### src/rtl/hss_tx_framer.sv
// rtl/hss_tx_framer.sv - HSS transmit framer with OFF/TRAIN/RUN link FSM and payload FIFO; optional HSS_TX_PRBS_EN selects a PRBS7 training pattern
module hss_tx_framer #(
    parameter int         N            = 3,
    parameter int         TRAIN_CYCLES = 256,
    parameter int         FIFO_DEPTH   = 16,
    parameter logic [7:0] IDLE_BYTE    = 8'hBC
) (
    input  logic                        clk,
    input  logic                        rst,
    input  logic                        enable,
    input  logic                        retrain,
    input  logic [N*8-1:0]              s_data,
    input  logic                        s_valid,
    output logic                        s_ready,
    output logic [7:0]                  tx_clkpat,
    output logic [7:0]                  tx_sync,
    output logic [7:0]                  tx_dvalid,
    output logic [N*8-1:0]              tx_data,
    output logic [1:0]                  link_state,
    output logic [$clog2(FIFO_DEPTH):0] fifo_count
);
    localparam int AW = $clog2(FIFO_DEPTH);
    localparam int CW = AW + 1;
    localparam logic [7:0] CLK_PAT   = 8'b1010_1010;
    localparam logic [7:0] SYNC_WORD = 8'b0000_0001;

    typedef enum logic [1:0] {
        ST_OFF   = 2'd0,
        ST_TRAIN = 2'd1,
        ST_RUN   = 2'd2
    } state_t;

`ifdef HSS_TX_PRBS_EN
    localparam int            PW       = 7;
    localparam logic [PW-1:0] PAT_SEED = 7'h7F;

    // PRBS7 (x^7+x^6+1) advanced 8 bits; returns {next_state, byte}, first bit in the byte MSB
    function automatic logic [14:0] prbs7_step8(input logic [6:0] seed);
        logic [6:0] s;
        logic [7:0] b;
        logic       fb;
        s = seed;
        b = '0;
        for (int k = 0; k < 8; k++) begin
            fb       = s[6] ^ s[5];
            b[7 - k] = fb;
            s        = {s[5:0], fb};
        end
        return {s, b};
    endfunction
`else
    localparam int            PW       = 8;
    localparam logic [PW-1:0] PAT_SEED = 8'h00;
`endif

    state_t         state_q, state_d;
    logic [N*8-1:0] mem [FIFO_DEPTH];
    logic [AW-1:0]  wr_ptr_q, rd_ptr_q;
    logic [CW-1:0]  count_q, count_d;
    logic [15:0]    tcnt_q;
    logic [PW-1:0]  pat_q, pat_d;
    logic [7:0]     pat_byte;
    logic [N*8-1:0] train_word;
    logic           s_ready_q, s_ready_d;
    logic [7:0]     clkpat_q, sync_q, dvalid_q;
    logic [N*8-1:0] data_q;
    logic           push, pop, flush, train_last;

    assign s_ready    = s_ready_q;
    assign tx_clkpat  = clkpat_q;
    assign tx_sync    = sync_q;
    assign tx_dvalid  = dvalid_q;
    assign tx_data    = data_q;
    assign link_state = state_q;
    assign fifo_count = count_q;

    // Training word for the current cycle and the pattern generator's next value
    always_comb begin
`ifdef HSS_TX_PRBS_EN
        {pat_d, pat_byte} = prbs7_step8(pat_q);
`else
        pat_byte = pat_q;
        pat_d    = pat_q + 8'd1;
`endif
        train_word = '0;
        for (int i = 0; i < N; i++) begin
`ifdef HSS_TX_PRBS_EN
            train_word[8*i +: 8] = pat_byte ^ 8'(i);
`else
            train_word[8*i +: 8] = pat_byte;
`endif
        end
    end

    // Next link state, FIFO push/pop/flush decisions and next occupancy
    always_comb begin
        state_d    = state_q;
        pop        = 1'b0;
        flush      = 1'b0;
        push       = s_valid && s_ready_q;
        train_last = (tcnt_q == 16'(TRAIN_CYCLES - 1));
        if (!enable) begin
            state_d = ST_OFF;
            flush   = 1'b1;
        end else begin
            case (state_q)
                ST_OFF:   state_d = ST_TRAIN;
                ST_TRAIN: if (train_last) state_d = ST_RUN;
                ST_RUN: begin
                    pop = (count_q != '0);
                    if (retrain) state_d = ST_TRAIN;
                end
                default:  state_d = ST_OFF;
            endcase
        end
        count_d   = flush ? '0 : (count_q + CW'(push) - CW'(pop));
        s_ready_d = (state_d != ST_OFF) && (count_d < CW'(FIFO_DEPTH));
    end

    // Payload storage; a flushed write is harmless because the pointers reset
    always_ff @(posedge clk) begin
        if (push && !flush) mem[wr_ptr_q] <= s_data;
    end

    // Link FSM, FIFO pointers, training counters and registered serializer words
    always_ff @(posedge clk) begin
        if (rst) begin
            state_q   <= ST_OFF;
            wr_ptr_q  <= '0;
            rd_ptr_q  <= '0;
            count_q   <= '0;
            tcnt_q    <= '0;
            pat_q     <= PAT_SEED;
            s_ready_q <= 1'b0;
            clkpat_q  <= 8'h00;
            sync_q    <= 8'h00;
            dvalid_q  <= 8'h00;
            data_q    <= '0;
        end else begin
            state_q   <= state_d;
            count_q   <= count_d;
            s_ready_q <= s_ready_d;
            if (flush) begin
                wr_ptr_q <= '0;
                rd_ptr_q <= '0;
            end else begin
                if (push) wr_ptr_q <= wr_ptr_q + 1'b1;
                if (pop)  rd_ptr_q <= rd_ptr_q + 1'b1;
            end
            if (!enable) begin
                tcnt_q   <= '0;
                pat_q    <= PAT_SEED;
                clkpat_q <= 8'h00;
                sync_q   <= 8'h00;
                dvalid_q <= 8'h00;
                data_q   <= '0;
            end else begin
                case (state_q)
                    ST_TRAIN: begin
                        tcnt_q   <= tcnt_q + 16'd1;
                        pat_q    <= pat_d;
                        clkpat_q <= CLK_PAT;
                        sync_q   <= SYNC_WORD;
                        dvalid_q <= 8'h00;
                        data_q   <= train_word;
                    end
                    ST_RUN: begin
                        clkpat_q <= CLK_PAT;
                        sync_q   <= SYNC_WORD;
                        if (pop) begin
                            dvalid_q <= 8'hFF;
                            data_q   <= mem[rd_ptr_q];
                        end else begin
                            dvalid_q <= 8'h00;
                            data_q   <= {N{IDLE_BYTE}};
                        end
                        // The pop above still completes; the pattern restarts on the next cycle
                        if (retrain) begin
                            tcnt_q <= '0;
                            pat_q  <= PAT_SEED;
                        end
                    end
                    default: begin
                        tcnt_q   <= '0;
                        pat_q    <= PAT_SEED;
                        clkpat_q <= 8'h00;
                        sync_q   <= 8'h00;
                        dvalid_q <= 8'h00;
                        data_q   <= '0;
                    end
                endcase
            end
        end
    end
endmodule

### config.mk
export PLATFORM = sky130hd
export DESIGN_NAME = hss_tx_framer
export DESIGN_NICKNAME = d
export VERILOG_FILES = /design/src/rtl/hss_tx_framer.sv
export SDC_FILE = /design/constraint.sdc
export NUM_CORES = 1
export LEC_CHECK = 0
export BUFFER_PORTS_ARGS = -buffer_cell sky130_fd_sc_hd__buf_2
export CORE_MARGIN = 5
export CORE_UTILIZATION = 50
export DETAILED_ROUTE_END_ITERATION = 10
export GPL_TIMING_DRIVEN = 0
export PLACE_DENSITY = 0.67
export SLEW_MARGIN = 20
export SYNTH_ARGS = -nofsm -noshare
export SYNTH_HDL_FRONTEND = slang
export SYNTH_SLANG_ARGS = --single-unit
### constraint.sdc
create_clock -name clk -period 4.1 [get_ports clk]
set_clock_uncertainty 0.1 [all_clocks]
set_input_delay 0.615 -clock clk [delete_from_list [all_inputs] [get_ports clk]]
set_output_delay 0.615 -clock clk [all_outputs]
set_load 0.01 [all_outputs]
# [Word level (Yosys, flattened, before mapping)]
# Memory sizes are Yosys's and may differ from the RTL's. A register that Yosys moved wholly into a read port is not among the register bits.
# Index checks and enable logic that the tools add are counted.
[word_totals] register_bits=88 mem_bits_rw=384 memories=1 in_bits=29
[op_classes] eq_ne=4 mux=20 bitwise=2 add_sub_neg=6 n_lt_le_gt_ge=1 reduce_logical=9
[mem_list] memory="mem" words=16 width=24 read_ports=1 rd_ports_with_merged_regs=1 write_ports=1 line_no="57" source="logic [N*8-1:0] mem [FIFO_DEPTH];"
[ops] cell="24-bit case mux with 2 select lines" n=1
[ops] cell="16-bit case mux with 2 select lines" n=1
[ops] cell="24-bit 2-to-1 mux" n=1
[ops] cell="8-bit 2-to-1 mux" n=3
[ops] cell="16-bit by 1-bit adder with 16-bit output, second input constant" n=1
[ops] cell="16-bit by 8-bit == test with 1-bit output, second input constant" n=1
[ops] cell="16-bit 2-to-1 mux" n=1
[ops] cell="8-bit case mux with 2 select lines" n=1
[ops] cell="4-bit by 1-bit adder with 4-bit output, second input constant" n=2
[ops] cell="8-bit by 1-bit adder with 8-bit output, second input constant" n=1
[ops] cell="4-bit 2-to-1 mux" n=2
[ops] cell="2-bit 2-to-1 mux" n=3
[ops] cell="2-bit case mux with 3 select lines" n=1
[ops] cell="5-bit by 1-bit adder with 5-bit output" n=1
[ops] cell="5-bit < comparator, second input constant" n=1
[ops] cell="1-bit 2-to-1 mux" n=5
[ops] cell="5-bit 2-to-1 mux" n=1
[ops] cell="5-bit nonzero test" n=1
[ops] cell="5-bit by 1-bit subtractor with 5-bit output" n=1
[ops] cell="2-bit OR reduction" n=2
[ops] cell="1-bit logical AND" n=3
[ops] cell="3-bit OR reduction" n=1
[ops] cell="2-bit by 1-bit == test with 1-bit output, second input constant" n=1
[ops] cell="2-bit == test, second input constant" n=1
[ops] cell="other kinds (4)" n=5

# [Depth between registers and ports, before layout]
# Gate-level depths: netlist of run 1.
[depth] depth_word=7 depth_mapped=15

# [Worst setup path before layout of run 1]
# Ideal clock, no wire load.
[synth_path] path_type="reg2reg" start="reg state_q[0], in the netlist link_state[0]" end="reg count_q[4], in the netlist fifo_count[4]" stages_incl_launch_ff=16 n_path_buf=2 setup_ns=0.116 slack_ns=1.050 t_arrival_ns=2.834 period_less_slack_ns=3.050 cell_sequence="dfxtp_1 > inv_1 > ha_1 > buf_6 > nand2_1 > or2_1 > clkbuf_1 > inv_1 > ha_1 > inv_1 > ha_1 > fa_1 > a21oi_1 > o21bai_1 > xnor2_1 > and3b_1"
[synth_via] elab_chain_len=5
[synth_rtl] item="start: declaration" line_no="56" source="state_t state_q, state_d;"
[synth_rtl] item="start signal: assignment" line_no="140" source="state_q <= state_d;"
[synth_rtl] item="2-bit == test" line_no="106" source="case (state_q)"
[synth_rtl] item="1-bit 2-to-1 mux" line_no="106"
[synth_rtl] item="1-bit 2-to-1 mux" line_no="102" source="if (!enable) begin"
[synth_rtl] item="named net pop" line_no="67" source="logic push, pop, flush, train_last;"
[synth_rtl] item="5-bit by 1-bit subtractor with 5-bit output" line_no="116" source="count_d = flush ? '0 : (count_q + CW'(push) - CW'(pop));"
[synth_rtl] item="5-bit 2-to-1 mux" line_no="116"
[synth_rtl] item="end signal: assignment" line_no="141" source="count_q <= count_d;"
[synth_rtl] item="end: declaration" line_no="59" source="logic [CW-1:0] count_q, count_d;"
# The timed path passes the listed nets, and every way through them passes these cells.
# A chain may end at the register's enable or synchronous reset.

# [Final worst setup path of run 1]
[layout_path] start="reg count_q[2], in the netlist fifo_count[2]" end="reg count_q[4], in the netlist fifo_count[4]"
[layout_via] elab_chain_len=5
[layout_rtl] item="5-bit nonzero test" line_no="110" source="pop = (count_q != '0);"
[layout_rtl] item="1-bit 2-to-1 mux" line_no="106"
[layout_rtl] item="1-bit 2-to-1 mux" line_no="102"
[layout_rtl] item="named net pop" line_no="67"
[layout_rtl] item="5-bit by 1-bit subtractor with 5-bit output" line_no="116"
[layout_rtl] item="5-bit 2-to-1 mux" line_no="116"
# The timed path passes the listed nets, and every way through them passes these cells.

==> results.toml, run 1 <==
[layout]
final_net_count = 1255
final_instance_area_um2 = 20860
final.fill_count = 2689
layout-drive-gt1-share_pct = 25.30
areaGrowthSynthToFinish_pct = 16.68

[sta]
rsz0062_at_grt = "no"
min_period_ps = 3709
relSlewSlack_pct = 30.34
max_slew.worst_pin.slew_ps = 1034
setup_viol = 0
timing.final.crit_share_pct = 90.47
report.final.slew_viol_count = 0
final.setup.tns_ps = 0
final-hold-violation-count = 0
max_freq_mhz = 269.6

[routing]
wire_per_inst_um = 24.08
route.vias.total = 9759
final_antenna_net_count = 0
drt_iter0_markers = 768
vias_per_cell = 5.717
wirelength_mm = 41.10
drt_pre_antenna_iters = 5
post-route-drc-count = 0

[die]
initial_utilization_pct = 50.51
io_pins = 85
die_y_um = 199.1
die_w_um = 199.1
core_area_um2 = 35400
site_rows = 69
floorplan_die_area_um2 = 39640

[synthesis]
synthCells = 1061
synth_top_family_by_area = "multiplexers"
netlist_top_cells_count = "sky130_fd_sc_hd__edfxtp_1 (384), sky130_fd_sc_hd__dfxtp_1 (70), sky130_fd_sc_hd__mux4_2 (57), sky130_fd_sc_hd__nor2_1 (57), sky130_fd_sc_hd__mux2i_1 (53)"
synth.cell_area_um2 = 17880
post_synth_xor_area_fraction_pct = 1.127
synthMostInstantiatedCell = "sky130_fd_sc_hd__edfxtp_1"
seq_area_frac_synth_pct = 72.34
synth-edff-count = 384
muxShareOfSynthArea_pct = 11.79
top_post_synthesis_cells_by_area = "sky130_fd_sc_hd__edfxtp_1 (64%), sky130_fd_sc_hd__dfxtp_1 (7.8%), sky130_fd_sc_hd__mux4_2 (7.2%)"
netlist.top_cell.by_area = "sky130_fd_sc_hd__edfxtp_1"
synth_compound_area_share_pct = 4.577
yosys_register_bits = 454
synth-main-ff-cell = "sky130_fd_sc_hd__edfxtp_1"
synthesis.area_per_instance_um2 = 16.85
synthArstFlopShare_pct = 0
synth-simple-area-share_pct = 6.159
post_synth_num_cell_types = 54
synthesis.yosys.warnings = 0
yosysTopAreaCellShare_pct = 64.50
yosys.area_share.adder_pct = 1.302

[hold_path]
hold-path-cell-count = 2
worst_hold_class = "in2reg"
min_from = "rst"

[critical_path]
arrival_ps = 4100
slowest_stage_cell_cp = "sky130_fd_sc_hd__nor4b_2"
critical_path.startpoint = "fifo_count[2]"
worst-r2r-cell-count = 14
critical_path.max_fanout = 8
critical-path-top-delay-family = "adder cells"
path_class = "reg2reg"
r2r_start = "fifo_count[2]"
timing.critical_path.required_ps = 4490
timing.critical_path.from_type = "flip-flop"
worstPathBufferInverterCount = 4
setup.worst_path.end_class = "flip-flop"
cp_cell_sequence = "inv_1 -> ha_1 -> nor4b_2 -> or2_1 -> clkbuf_1 -> inv_1 -> ha_1 -> inv_1 -> ha_1 -> fa_1 -> a21oi_1 -> o21bai_1 -> xnor2_1 -> and3b_1"
critical_path_cell_count = 14
worst_path_largest_cell_delay_ps = 700

[power_and_ir_drop]
leakage_nw = 6.769
power.total_mw = 9.206
vdd_ir_drop_max_v = 0.0002729
power_density_nw_per_um2 = 441.3

[place]
port_buffers = 73
place_area_um2 = 19380
dp_hpwl_mm = 26.48
gp_routability_congestion = 0.8003

[global_routing]
grt-ovfl-total = 0
grt_first_pass_wirelength_mm = 61.22
grt_start_max_net_pins = 20
grt_pass1_vias = 9749
antenna_found_initial = 2
grt_usage_pct = 20.82

[flow_run]
cap_viol_max_count = 0

[cts]
path_clk_slew_ps = 70
ctsLongestPathBuffers = 3
cts_hold_repair.buffers = 0
clkLatencyLatePin_ps = 550
numCtsBuffers = 46
tritoncts = "yes"
clock_tree.root_cell = "sky130_fd_sc_hd__clkbuf_16"
post_cts_resize_count = 0
clock_tree.htree_level_count = 2
postCtsSetupRepairBufs = 0
clock_sinks = 454

[run_status]
run_status = "finished, final reports clean"
## report_power, final
| part | total [mW] | internal (mW) | switching [mW] |
|---|---|---|---|
| sequential | 5.01 | 5.01 | 0.00501 |
| clock | 4.07 | 2.38 | 1.70 |
| combinational | 0.121 | 0.0333 | 0.0878 |
## registers in the layout, indices dropped and copies added (netlist names), named ones only
| name | cells |
|---|---|
| tx_clkpat | 1 |
| s_ready | 1 |
| tcnt_q | 16 |
| tx_dvalid | 1 |
| rd_ptr_q | 4 |
| mem | 384 |
| wr_ptr_q | 4 |
| tx_data | 24 |
| fifo_count | 5 |
| link_state | 2 |
| pat_byte | 8 |
## metal layers
layer,part of all wire (%),global-route usage (%),routed length [um]
met3,7.2,3.962,2980
met4,2.7,5.547,1091
met5,0.017,0,7
met2,48,33.36,19710
met1,42,29.78,17310
## final cells by class
type	count	area, um^2	share of cell area [%]
Sequential cell	454	12930	61.99
Multi-Input combinational cell	533	4639	22.24
Clock buffer	71	1336	6.406
Timing Repair Buffer	89	753.2	3.611
Tap cell	461	576.8	2.765
Buffer	70	429.2	2.057
Clock inverter	14	138.9	0.6657
Inverter	14	52.55	0.2519
Antenna cell	1	2.502	0.01200
## path summary, 6_finish.rpt
check,endpoint,slack [ps]
hold reg to reg,tcnt_q[15],390
setup reg to reg,fifo_count[4],390
hold / removal,tx_dvalid[6],230
setup / recovery,fifo_count[4],390
## layout by cell type (no fill, tap or decap), drive strengths merged, types with 3 or more instances in the layout
cell type	synthesis	routed
a2bb2oi	5	5
clkinvlp	0	3
o21ai	21	21
nor2b	16	16
mux2i	53	53
nand2	49	49
inv	14	15
or4	3	3
and2	8	8
edfxtp	384	384
clkbuf	17	88
ha	17	17
o22ai	10	10
o21a	3	3
nand2b	6	6
o211ai	6	6
a22oi	4	4
xnor2	15	15
nor3b	3	3
a211oi	25	25
nand3	33	33
nand4	7	7
mux4	57	57
dfxtp	70	70
nor4	5	5
o41ai	11	11
conb	1	11
nor3	14	14
xor2	8	8
clkinv	0	8
mux2	26	26
a21oi	34	34
buf	53	142
or3	7	7
o31ai	3	3
nor2	57	57
## cells by family after synthesis
logic type / count (synthesis)
AOI/OAI and AO/OA: 126
xor gates and xnor gates: 23
adders and majority gates: 18
buffers and inverters: 84
DFF: 454
muxes: 136
other: 1
and+or+nand+nor: 219
## worst register-to-register path, stage by stage, from the launching register on
cell	delay [ps]
sky130_fd_sc_hd__dfxtp_1	330
sky130_fd_sc_hd__inv_1	100
sky130_fd_sc_hd__ha_1	150
sky130_fd_sc_hd__nor4b_2	700
sky130_fd_sc_hd__or2_1	190
sky130_fd_sc_hd__clkbuf_1	330
sky130_fd_sc_hd__inv_1	150
sky130_fd_sc_hd__ha_1	300
sky130_fd_sc_hd__inv_1	40
sky130_fd_sc_hd__ha_1	200
sky130_fd_sc_hd__fa_1	430
sky130_fd_sc_hd__a21oi_1	170
sky130_fd_sc_hd__o21bai_1	90
sky130_fd_sc_hd__xnor2_1	210
sky130_fd_sc_hd__and3b_1	170
## metrics by stage
| stage | hold WS (ps) | utilization [%] | worst slack, ps | std cells |
|---|---|---|---|---|
| 6_report | 226.7 | 58.94 | 390.7 | 1707 |
| 2_1_floorplan | 352.0 | - | 1050 | 1071 |
| 5_1_grt | 223.4 | 58.93 | 79.77 | 1706 |
| 4_1_cts | 210.7 | 58.93 | 364.6 | 1706 |
| 3_5_place_dp | 382.6 | 54.76 | 409.1 | 1621 |
| 3_3_place_gp | 368.8 | 53.28 | -182.5 | 1605 |
No activity file was read; power rests on OpenSTA's default activity.
==> inputs of run 2 (changes only) <==
--- a/config.mk
+++ b/config.mk
@@ -5,7 +5,7 @@
 export SDC_FILE = /design/constraint.sdc
 export NUM_CORES = 1
 export LEC_CHECK = 0
-export BUFFER_PORTS_ARGS = -buffer_cell sky130_fd_sc_hd__buf_2
+export BUFFER_PORTS_ARGS = -buffer_cell sky130_fd_sc_hd__buf_4
 export CORE_MARGIN = 5
 export CORE_UTILIZATION = 50
 export DETAILED_ROUTE_END_ITERATION = 10
==> results.toml, run 2 (synthesis results as in run 1) <==
[cts]
clock_sinks = 454
tritoncts = "yes"
postCtsSetupRepairBufs = 0
clock_tree.root_cell = "sky130_fd_sc_hd__clkbuf_16"
clkLatencyLatePin_ps = 550
numCtsBuffers = 47
post_cts_resize_count = 0
path_clk_slew_ps = 60
ctsLongestPathBuffers = 3
clock_tree.htree_level_count = 2
cts_hold_repair.buffers = 0

[routing]
final_antenna_net_count = 0
wire_per_inst_um = 24.26
route.vias.total = 9825
drt_iter0_markers = 881
post-route-drc-count = 0
drt_pre_antenna_iters = 7
wirelength_mm = 41.49
vias_per_cell = 5.746

[power_and_ir_drop]
pwr-share-seq_pct = 54.7
power.clock.fraction_pct = 43.8
netSwitchingPower_mw = 1.788
leakage_nw = 6.789
cellInternalPower_mw = 7.372
combinational_group_share_of_total_power_pct = 1.4
power_density_nw_per_um2 = 435.6
vdd_ir_drop_max_v = 0.0002883
power_switching_share_pct = 19.52

[sta]
relSlewSlack_pct = 26.61
report.final.slew_viol_count = 0
rsz0062_at_grt = "no"
max_freq_mhz = 265.5
max_slew.worst_pin.slew_ps = 1089
min_period_ps = 3767
timing.final.crit_share_pct = 91.87
final-hold-violation-count = 0
setup_viol = 0

[critical_path]
timing.critical_path.from_type = "flip-flop"
path_class = "reg2reg"
timing.critical_path.required_ps = 4500
r2r_start = "fifo_count[2]"
crit_path_end = "fifo_count[4]"
arrival_ps = 4170
r2r_setup_slack_ps = 330
worst-r2r-cell-count = 14
critical_path.max_fanout = 8
setup.worst_path.end_class = "flip-flop"
rr_endpoint = "fifo_count[4]"
critical_path.startpoint = "fifo_count[2]"

[global_routing]
antenna_found_initial = 1
grt_usage_pct = 20.92
grt_first_pass_wirelength_mm = 61.35
grt_start_max_net_pins = 20
grt_pass1_vias = 9897
grt-ovfl-total = 0

[die]
core_area_um2 = 35400
die_w_um = 199.1
die_y_um = 199.1
site_rows = 69
floorplan_die_area_um2 = 39640
initial_utilization_pct = 50.51
io_pins = 85

[layout]
final_core_util_pct = 59.41
areaGrowthSynthToFinish_pct = 17.62
layout-drive-gt1-share_pct = 24.92
layout.cells.non_filler = 1710
final_net_count = 1256
largest_reg_flops = 384
registers.top_by_ff_count = "mem"
most_common_cell_after_layout_fill_and_taps_aside = "sky130_fd_sc_hd__edfxtp_1"
mostFrequentLayoutCells = "sky130_fd_sc_hd__edfxtp_1 (384), sky130_fd_sc_hd__buf_4 (103), sky130_fd_sc_hd__dfxtp_1 (70)"

[place]
port_buffers = 73
dp_hpwl_mm = 26.67
gp_routability_congestion = 0.7944
placed_cells_incl_taps = 1621

[flow_run]
cap_viol_max_count = 0

[run_status]
run_status = "finished, final reports clean"

[hold_path]
worst_hold_class = "in2reg"
## run 2: cell types whose count changed in the layout (fill, tap and decap cells not counted), moves of 2 or more
| cell | delta |
|---|---|
| sky130_fd_sc_hd__buf_2 | -73 |
| sky130_fd_sc_hd__buf_4 | +73 |
| sky130_fd_sc_hd__clkinv_1 | +4 |
| sky130_fd_sc_hd__clkbuf_1 | +3 |
| sky130_fd_sc_hd__clkinvlp_4 | -3 |
| sky130_fd_sc_hd__clkbuf_8 | -2 |
## run 2: worst min path at each step
stage          startpoint      endpoint  slack, ps  cells past startpoint
2_1_floorplan  tcnt_q[15]    tcnt_q[15]        350                      2
3_3_place_gp   tcnt_q[15]    tcnt_q[15]        370                      2
3_5_place_dp   tcnt_q[15]    tcnt_q[15]        380                      2
4_1_cts               rst  tx_dvalid[6]        150                      2
5_1_grt               rst  tx_dvalid[6]        160                      2
6_report              rst  tx_dvalid[6]        180                      2
## run 2: layer usage
| metal | vias up | track usage, % | wire length, um |
|---|---|---|---|
| met4 | 0 | 5.370 | 798 |
| met2 | 356 | 34.45 | 20540 |
| li1 | 4409 | - | - |
| met1 | 5001 | 28.93 | 17070 |
| met5 | - | 0 | 0 |
| met3 | 59 | 4.350 | 3073 |
## run 2: per-stage QoR
step | power, mW | setup TNS [ps] | setup WS [ps] | area [um^2] | hold slack, ps
finish | 9.160 | 0 | 333.5 | 21030 | 175.5
global route | 9.444 | 0 | 123.2 | 21030 | 161.1
CTS | 9.218 | 0 | 325.7 | 21030 | 153.2
detailed placement | 5.241 | 0 | 366.9 | 19570 | 381.7
global placement | 5.229 | -8698 | -134.9 | 19040 | 365.4
floorplan | 5.151 | 0 | 1050 | 17920 | 352.0
## run 2: worst max-delay path, cell delays in order (launching register included)
cell and delay (ps):
sky130_fd_sc_hd__dfxtp_1 320, sky130_fd_sc_hd__inv_1 80, sky130_fd_sc_hd__ha_1 140, sky130_fd_sc_hd__nor4b_2 730, sky130_fd_sc_hd__or2_1 190, sky130_fd_sc_hd__clkbuf_1 330, sky130_fd_sc_hd__inv_1 170, sky130_fd_sc_hd__ha_1 310
sky130_fd_sc_hd__inv_1 40, sky130_fd_sc_hd__ha_1 200, sky130_fd_sc_hd__fa_1 430, sky130_fd_sc_hd__a21oi_1 180, sky130_fd_sc_hd__o21bai_1 90, sky130_fd_sc_hd__xnor2_1 220, sky130_fd_sc_hd__and3b_1 180
## run 2: cell type report
| type | count | area (um^2) |
|---|---|---|
| Antenna cell | 1 | 2.502 |
| Multi-Input combinational cell | 533 | 4639 |
| Inverter | 14 | 52.55 |
| Tap cell | 461 | 576.8 |
| Clock inverter | 15 | 113.9 |
| Buffer | 70 | 429.2 |
| Clock buffer | 73 | 1345 |
| Sequential cell | 454 | 12930 |
| Fill cell | 2602 | 14370 |
| Timing Repair Buffer | 89 | 935.9 |
## run 2: power groups by stage
stage | registers (mW) | logic, mW | clock network, mW
after global routing | 5.01 | 0.146 | 4.29
after detailed placement | 5.11 | 0.132 | 0
after global placement | 5.11 | 0.121 | 0
after CTS | 5.01 | 0.133 | 4.07
final | 5.01 | 0.133 | 4.02
after floorplan | 5.11 | 0.0405 | 0
==> inputs of run 3 (changes only) <==
--- a/config.mk
+++ b/config.mk
@@ -10,7 +10,7 @@
 export CORE_UTILIZATION = 50
 export DETAILED_ROUTE_END_ITERATION = 10
 export GPL_TIMING_DRIVEN = 0
-export PLACE_DENSITY = 0.67
+export PLACE_DENSITY = 0.72
 export SLEW_MARGIN = 20
 export SYNTH_ARGS = -nofsm -noshare
 export SYNTH_HDL_FRONTEND = slang
==> results.toml, run 3 (synthesis results as in run 1) <==
[sta]
report.final.slew_viol_count = 0
final.setup.tns_ps = 0
final-hold-violation-count = 0
relSlewSlack_pct = 29.60
timing.final.crit_share_pct = 89.47
max_slew.worst_pin.slew_ps = 1045
min_period_ps = 3668
setup_viol = 0
rsz0062_at_grt = "no"
max_freq_mhz = 272.6

[critical_path]
cp_cell_sequence = "inv_1 -> ha_1 -> nor4b_2 -> or2_1 -> clkbuf_1 -> inv_1 -> ha_1 -> inv_1 -> ha_1 -> fa_1 -> a21oi_1 -> o21bai_1 -> xnor2_1 -> and3b_1"
arrival_ps = 4060
timing.critical_path.required_ps = 4490
setup.worst_path.end_class = "flip-flop"
slowest_stage_cell_cp = "sky130_fd_sc_hd__nor4b_2"
critical_path.max_fanout = 8
timing.critical_path.from_type = "flip-flop"
r2r_setup_slack_ps = 430
worst-r2r-cell-count = 14
worst_path_largest_cell_delay_ps = 690
path_class = "reg2reg"

[layout]
multiInputGateArea_um2 = 4639
most_common_cell_after_layout_fill_and_taps_aside = "sky130_fd_sc_hd__edfxtp_1"
registers.top_by_ff_count = "mem"
layout-drive-gt1-share_pct = 25.62
areaGrowthSynthToFinish_pct = 18.01
diodes = 0
largest_reg_flops = 384
final_net_count = 1255
layout.area.seq_um2 = 12930
mostFrequentLayoutCells = "sky130_fd_sc_hd__edfxtp_1 (384), sky130_fd_sc_hd__buf_4 (103), sky130_fd_sc_hd__dfxtp_1 (70)"
final.fill_count = 2591

[run_status]
run_status = "finished, final reports clean"

[die]
floorplan_die_area_um2 = 39640
die_y_um = 199.1
site_rows = 69
io_pins = 85
initial_utilization_pct = 50.51
core_area_um2 = 35400
die_w_um = 199.1

[cts]
path_clk_slew_ps = 60
postCtsSetupRepairBufs = 0
clkLatencyLatePin_ps = 550
clock_tree.htree_level_count = 2
ctsLongestPathBuffers = 3
numCtsBuffers = 46
cts_hold_repair.buffers = 0
clock_tree.root_cell = "sky130_fd_sc_hd__clkbuf_16"
tritoncts = "yes"
clock_sinks = 454
post_cts_resize_count = 0

[global_routing]
antenna_found_initial = 1
grt-ovfl-total = 0
grt_pass1_vias = 9782
grt_usage_pct = 20.68
grt_first_pass_wirelength_mm = 61.01
grt_start_max_net_pins = 20

[flow_run]
cap_viol_max_count = 0

[hold_path]
hold-path-cell-count = 2
worst_hold_class = "in2reg"

[power_and_ir_drop]
power_density_nw_per_um2 = 444.2
leakage_nw = 6.834
power.total_mw = 9.372
vdd_ir_drop_max_v = 0.0002662

[place]
dp_hpwl_mm = 26.14
port_buffers = 73
gp_routability_congestion = 0.7914

[routing]
post-route-drc-count = 0
drt_iter0_markers = 702
final_antenna_net_count = 0
wire_per_inst_um = 23.81
vias_per_cell = 5.787
drt_pre_antenna_iters = 5
wirelength_mm = 40.63
route.vias.total = 9872
## run 3: cell count changes in the layout (fill, tap and decap cells not counted), sizes merged
| cell | delta |
|---|---|
| clkbuf | -14 |
| bufinv | +5 |
| clkinv | +4 |
| clkinvlp | +1 |
| diode | -1 |
| inv | +1 |
## run 3: metrics by stage
step	area, um^2	setup WS (ps)	util [%]	instances	hold slack (ps)
floorplan	17920	1050	-	1071	352.0
global placement	19040	-10.47	53.79	1605	365.1
detailed placement	19550	430.5	55.24	1621	375.4
CTS	21100	390.1	59.60	1706	154.2
global route	21100	155.2	59.60	1706	182.3
finish	21100	431.8	59.60	1706	181.5
## run 3: final cells by class
class	count	share of cell area [%]
buffer	70	2.034
clock buffer	59	5.978
clock inverter	26	1.352
multi-input combinational	533	21.99
sequential	454	61.30
inverter	14	0.2491
timing repair buffer	89	4.365
tap	461	2.734
## run 3: layer usage
layer  vias up  part of all wire (%)  GRT usage, %
met4         2                   3.1         6.712
met3        88                   8.9         4.468
met1      4896                    41         28.99
met5         -                 0.017             0
li1       4407                     -             -
met2       479                    47         32.82
## run 3: worst paths after layout
kind | from | to
worst max-delay path | fifo_count[2] | fifo_count[4]
worst min-delay path | rst | tx_dvalid[6]
worst max register to register | fifo_count[2] | fifo_count[4]
worst min register to register | tcnt_q[15] | tcnt_q[15]
## run 3: where the power goes
group	leakage (nW)	total, mW	internal [mW]	switching [mW]
sequential	4.02	5.01	5.00	0.00517
clock	0.766	4.23	2.55	1.68
combinational	2.05	0.133	0.0431	0.0898
## run 3: worst max-delay path, delay by kind of cell, from the launching register on
kind                     cells  cell delay (ps)
AO/OA/AOI/OAI                2              260
XOR/XNOR                     1              210
adder cells (fa/ha/maj)      4             1080
buffers and inverters        4              590
flip-flops                   1              330
AND/OR/NAND/NOR              3             1050
